--- src/rtl/event_encoder.sv ---
// event_encoder: captures events on N = 2**WIDTH request lines into a pending
// vector and issues them one at a time as a binary index over a valid/ready
// handshake.
//   EDGE = 1 : capture rising edges; EDGE = 0 : capture levels.
//   RR   = 0 : fixed priority (lowest index); RR = 1 : round-robin.
// Optional build macro EVENT_ENCODER_DROP_CNT_EN adds an 8-bit saturating
// drop_cnt port counting events merged into an already-pending line.
module event_encoder #(
    parameter int WIDTH = 2,
    parameter int EDGE  = 1,
    parameter int RR    = 0
) (
    input  logic                  clk,
    input  logic                  reset,
    input  logic [2**WIDTH-1:0]   in,
    output logic [WIDTH-1:0]      out_idx,
    output logic                  out_valid,
    input  logic                  out_ready,
    output logic [2**WIDTH-1:0]   pending,
    output logic                  busy
`ifdef EVENT_ENCODER_DROP_CNT_EN
    ,
    output logic [7:0]            drop_cnt
`endif
);

    localparam int N = 2**WIDTH;

    // First set bit of vec searched upward from start, wrapping at N-1.
    // Iterating downward lets the smallest offset from start win.
    function automatic logic [WIDTH-1:0] pick_first(input logic [N-1:0] vec,
                                                    input logic [WIDTH-1:0] start);
        logic [WIDTH-1:0] idx;
        logic [WIDTH-1:0] res;
        res = start;
        for (int k = N - 1; k >= 0; k--) begin
            idx = start + WIDTH'(k);
            if (vec[idx]) begin
                res = idx;
            end else begin
                res = res;
            end
        end
        return res;
    endfunction

    // Number of set bits in vec (at most N, fits in WIDTH+1 bits).
    function automatic logic [WIDTH:0] popcount(input logic [N-1:0] vec);
        logic [WIDTH:0] cnt;
        cnt = '0;
        for (int k = 0; k < N; k++) begin
            cnt = cnt + {{WIDTH{1'b0}}, vec[k]};
        end
        return cnt;
    endfunction

    logic [N-1:0]     in_prev_r;
    logic [N-1:0]     pending_r;
    logic [WIDTH-1:0] out_idx_r;
    logic             out_valid_r;
    logic [WIDTH-1:0] rr_ptr_r;

    logic [N-1:0]     set_s;
    logic [N-1:0]     clr_s;
    logic [WIDTH-1:0] start_s;
    logic [WIDTH-1:0] sel_s;
    logic             load_s;
    logic             issue_s;

    // Event detection, output-stage availability and index selection.
    always_comb begin
        set_s   = (EDGE != 0) ? (in & ~in_prev_r) : in;
        load_s  = !out_valid_r || out_ready;
        start_s = (RR != 0) ? rr_ptr_r : '0;
        sel_s   = pick_first(pending_r, start_s);
        issue_s = load_s && (|pending_r);
        clr_s   = '0;
        if (issue_s) begin
            clr_s[sel_s] = 1'b1;
        end else begin
            clr_s = '0;
        end
    end

    // Capture history, pending events, output register and round-robin pointer.
    // Set is OR-ed in after clear so a fresh event on the issued line survives.
    always_ff @(posedge clk) begin
        if (reset) begin
            in_prev_r   <= in;
            pending_r   <= '0;
            out_idx_r   <= '0;
            out_valid_r <= 1'b0;
            rr_ptr_r    <= '0;
        end else begin
            in_prev_r <= in;
            pending_r <= (pending_r & ~clr_s) | set_s;
            if (issue_s) begin
                out_idx_r   <= sel_s;
                out_valid_r <= 1'b1;
                rr_ptr_r    <= sel_s + WIDTH'(1'b1);
            end else if (load_s) begin
                out_valid_r <= 1'b0;
            end
        end
    end

`ifdef EVENT_ENCODER_DROP_CNT_EN
    logic [7:0]       drop_cnt_r;
    logic [WIDTH:0]   drop_inc_s;
    logic [WIDTH+8:0] drop_sum_s;

    // Events that land on a line already pending (and not being cleared) merge.
    always_comb begin
        drop_inc_s = popcount(set_s & pending_r & ~clr_s);
        drop_sum_s = {{(WIDTH+1){1'b0}}, drop_cnt_r} + {8'd0, drop_inc_s};
    end

    // Saturating count of merged (dropped) events.
    always_ff @(posedge clk) begin
        if (reset) begin
            drop_cnt_r <= 8'd0;
        end else if (drop_sum_s > {{(WIDTH+1){1'b0}}, 8'd255}) begin
            drop_cnt_r <= 8'd255;
        end else begin
            drop_cnt_r <= drop_sum_s[7:0];
        end
    end

    assign drop_cnt = drop_cnt_r;
`endif

    assign out_idx   = out_idx_r;
    assign out_valid = out_valid_r;
    assign pending   = pending_r;
    assign busy      = (|pending_r) || out_valid_r;

endmodule

--- config.mk ---
export PLATFORM = sky130hd
export DESIGN_NAME = event_encoder
export DESIGN_NICKNAME = d
export VERILOG_FILES = /design/src/rtl/event_encoder.sv
export SDC_FILE = /design/constraint.sdc
export NUM_CORES = 1
export LEC_CHECK = 0
export ABC_CLOCK_PERIOD_IN_PS = 1500
export CAP_MARGIN = 20
export CORE_AREA = 5 5 42 44
export CTS_CLUSTER_SIZE = 10
export DETAILED_ROUTE_END_ITERATION = 12
export DIE_AREA = 0 0 47 49
export PLACE_DENSITY = 0.61
export SYNTH_ARGS = -nofsm -noshare
export SYNTH_HDL_FRONTEND = slang
export SYNTH_SLANG_ARGS = --single-unit
--- constraint.sdc ---
create_clock -name clk -period 1.5 [get_ports clk]
set_clock_uncertainty 0.05 [all_clocks]
set_input_delay 0.3 -clock clk [delete_from_list [all_inputs] [get_ports clk]]
set_output_delay 0.3 -clock clk [all_outputs]
set_load 0.05 [all_outputs]
==> flow_summary.ini <==
[place]
port_buffers = 14
dpl.hpwl_um = 610
place.gp.congestion = 0.702

[drt]
dr.pass1.iters = 2
ant_nets = 0
detail_route.iter0.violations = 3
drt_wl_total_um = 804
route.detailed.wl_per_inst_um = 10.7
post_drt_via_cell_ratio = 4.36
detailroute.via_count = 327
post-route-drc-count = 0

[logic_synthesis]
synth_commonest_cells = 11 x dfxtp_1, 5 x a21oi_1, 4 x nand2b_1, 3 x o21ai_0
edff_count_synth = 0
synth_ff_type = dfxtp_1
synth_nets = 44
count_of_distinct_cell_types_in_the_synthesized_netlist = 15
synth_top_area_frac = 0.593
yosys_register_bits = 11
synth.most_common_cell = dfxtp_1
cell_area_synth_um2 = 372
yosysWarningCount = 0
synth-async-reset-ratio = 0
yosys-top-cells-area = dfxtp_1 59%, a21oi_1 6.7%, nand2b_1 6.7%
syn_avg_cell_area_um2 = 10.0
synth.yosys.seq_area_share = 0.593
synth_cells = 37
synth_area_leader_cell = dfxtp_1

[clocking]
cts_inserted_buffers = 3
htree_num_levels = 1
root_buffer = clkbuf_4
clk_pin_slew_worst_paths_ps = 70
hold_buffers = 0
clk-insertion-delay-late_ps = 260
tritoncts = built
clock_tree.buffer_depth = 2
cts.sinks = 11

[critical_path]
r2r_start = pending[1]$_SDFF_PP0_
cp-end-kind = output port
critical_path_arrival_ps = 1500
crit_type = register to output port
timing.rr.end = pending[3]$_SDFF_PP0_
timing.reg2reg.setup_slack_ps = 200
maximum_fanout_count_along_the_critical_path = 2
rr_worst_depth = 4
cp.required_ps = 1150
crit_path_start_kind = register

[die]
num_io_pins = 15
core.rowCount = 14
floorplan.initialDensity = 0.265
die-width_um = 47
die_height_um = 49
design.die.area_um2 = 2300
core_region_area_um2 = 1400

[power_and_ir_drop]
power_leakage_nw = 0.277
pwr_density_cell_nw_per_um2 = 1080
internal_power_uw = 523
power.net_switching_uw = 212
power.combinational.fraction = 0.292
worst_ir_drop_vdd_mv = 0.612
pwr-share-clk = 0.267
swShare = 0.288
report.power.total_uw = 735
seq_power_share = 0.441

[sta]
fin_crit_sh = 1.23
final_hold_violating_endpoints = 0
unrepaired_setup_endpoints_after_global_routing = yes
final_max_slew_viol_count = 0
setup-violations-final = 1
worst_slew_margin_rel = 0.763
post-route-min-period_ps = 1850
achievable-frequency_mhz = 540
setup_ws_ps = -351
tightestPinTransition_ps = 354

[global_route]
grt_max_degree = 8
wire_length_of_the_first_global_routing_pass_um = 1510
globalRoute.totalOverflow = 0
global_route.usage.total = 0.0941
grt_antenna_before_repair = 0
grt_pass1_vias = 350

[cells_and_area]
finalCoreUtilization = 0.485
nets = 67
n_antenna_cell = 0
final_layout_size_suffix_gt1_frac = 0.390
area_growth_pct = 82.8

[min_path]
startpoint_of_the_lowest_slack_hold_path = in_prev_r[1]$_DFF_P_
timing.hold.worst_path_depth = 2
hold_path_class = register to register
min_delay_worst_endpoint = pending[1]$_SDFF_PP0_

[run_status]
outcome = complete, but fails checks
violations = setup timing

[run]
drv.max_cap_violation_count = 0
[placed cells by master (no fill, tap or decap)]
cell	n
o21ai_0	3
nor2b_1	2
o31ai_1	1
or2_2	1
a21o_2	1
a221oi_1	1
buf_4	4
nand2b_1	4
a211oi_1	1
dfxtp_2	2
clkbuf_1	1
buf_12	7
inv_1	2
dfxtp_1	7
nor4_1	1
clkdlybuf4s50_1	6
buf_8	1
a21oi_1	5
nor2_1	2
or4_4	1
dfxtp_4	2
or2_4	1
clkbuf_4	3
[through the flow]
step	setup TNS (ps)	setup slack, ps	cells	instance area, um2	hold slack [ps]
floorplan	-114	-114	37	388	278
global placement	-128	-128	71	646	421
detailed placement	-134	-134	71	646	417
CTS	-365	-365	75	679	433
global route	-416	-416	75	679	429
finish	-351	-351	75	679	428
[metal layers]
metal	track usage	up-vias	share of wire
li1	-	175	-
met1	0.109	137	0.43
met2	0.133	13	0.46
met3	0.0480	2	0.090
met4	0.0553	0	0.021
met5	0	-	0
[how the worst max path moves through the flow]
stage                           from  endpoint  slack, ps  depth (start not counted)
2_1_floorplan  pending[3]$_SDFF_PP0_      busy       -110                          2
3_3_place_gp   pending[3]$_SDFF_PP0_      busy       -130                          3
3_5_place_dp   pending[3]$_SDFF_PP0_      busy       -130                          3
4_1_cts        pending[2]$_SDFF_PP0_      busy       -370                          3
5_1_grt        pending[0]$_SDFF_PP0_      busy       -420                          3
6_report       pending[2]$_SDFF_PP0_      busy       -350                          3
[power by group through the flow]
stage               combinational, mW  clock, mW  sequential, mW
floorplan                      0.0558          0           0.379
global placement                0.208          0           0.331
detailed placement              0.208          0           0.331
CTS                             0.217      0.204           0.325
global route                    0.228      0.231           0.328
finish                          0.214      0.196           0.324
[final cells by class]
type / instances / area [um2]
fill: 140 / 722
tap: 16 / 20.0
clock buffer: 4 / 26.3
inverter: 2 / 7.51
timing repair buffer: 18 / 245
sequential: 11 / 230
multi-input combinational: 24 / 150
[cells by family after synthesis]
family / after synthesis / share of synthesized area
buf+inv: 2 / 0.0202
simple gates: 12 / 0.192
compound gates: 12 / 0.195
flops: 11 / 0.593
[critical path, stage by stage, from the launching register on]
cell	delay [ps]
dfxtp_4	340
or4_4	510
or2_4	240
buf_8	150
[sequential cells by signal, indices dropped and copies added, names as in the netlist]
register,count
in_prev_r,4
out_idx,2
out_valid,1
pending,4
[timing repair]
action / in CTS / in global routing
pin swaps: 2 / 0
setup endpoints to repair: 1 / 1
setup buffers: 0 / 0
gates resized for setup: 2 / 0
Power figures use the tool's default switching activity.
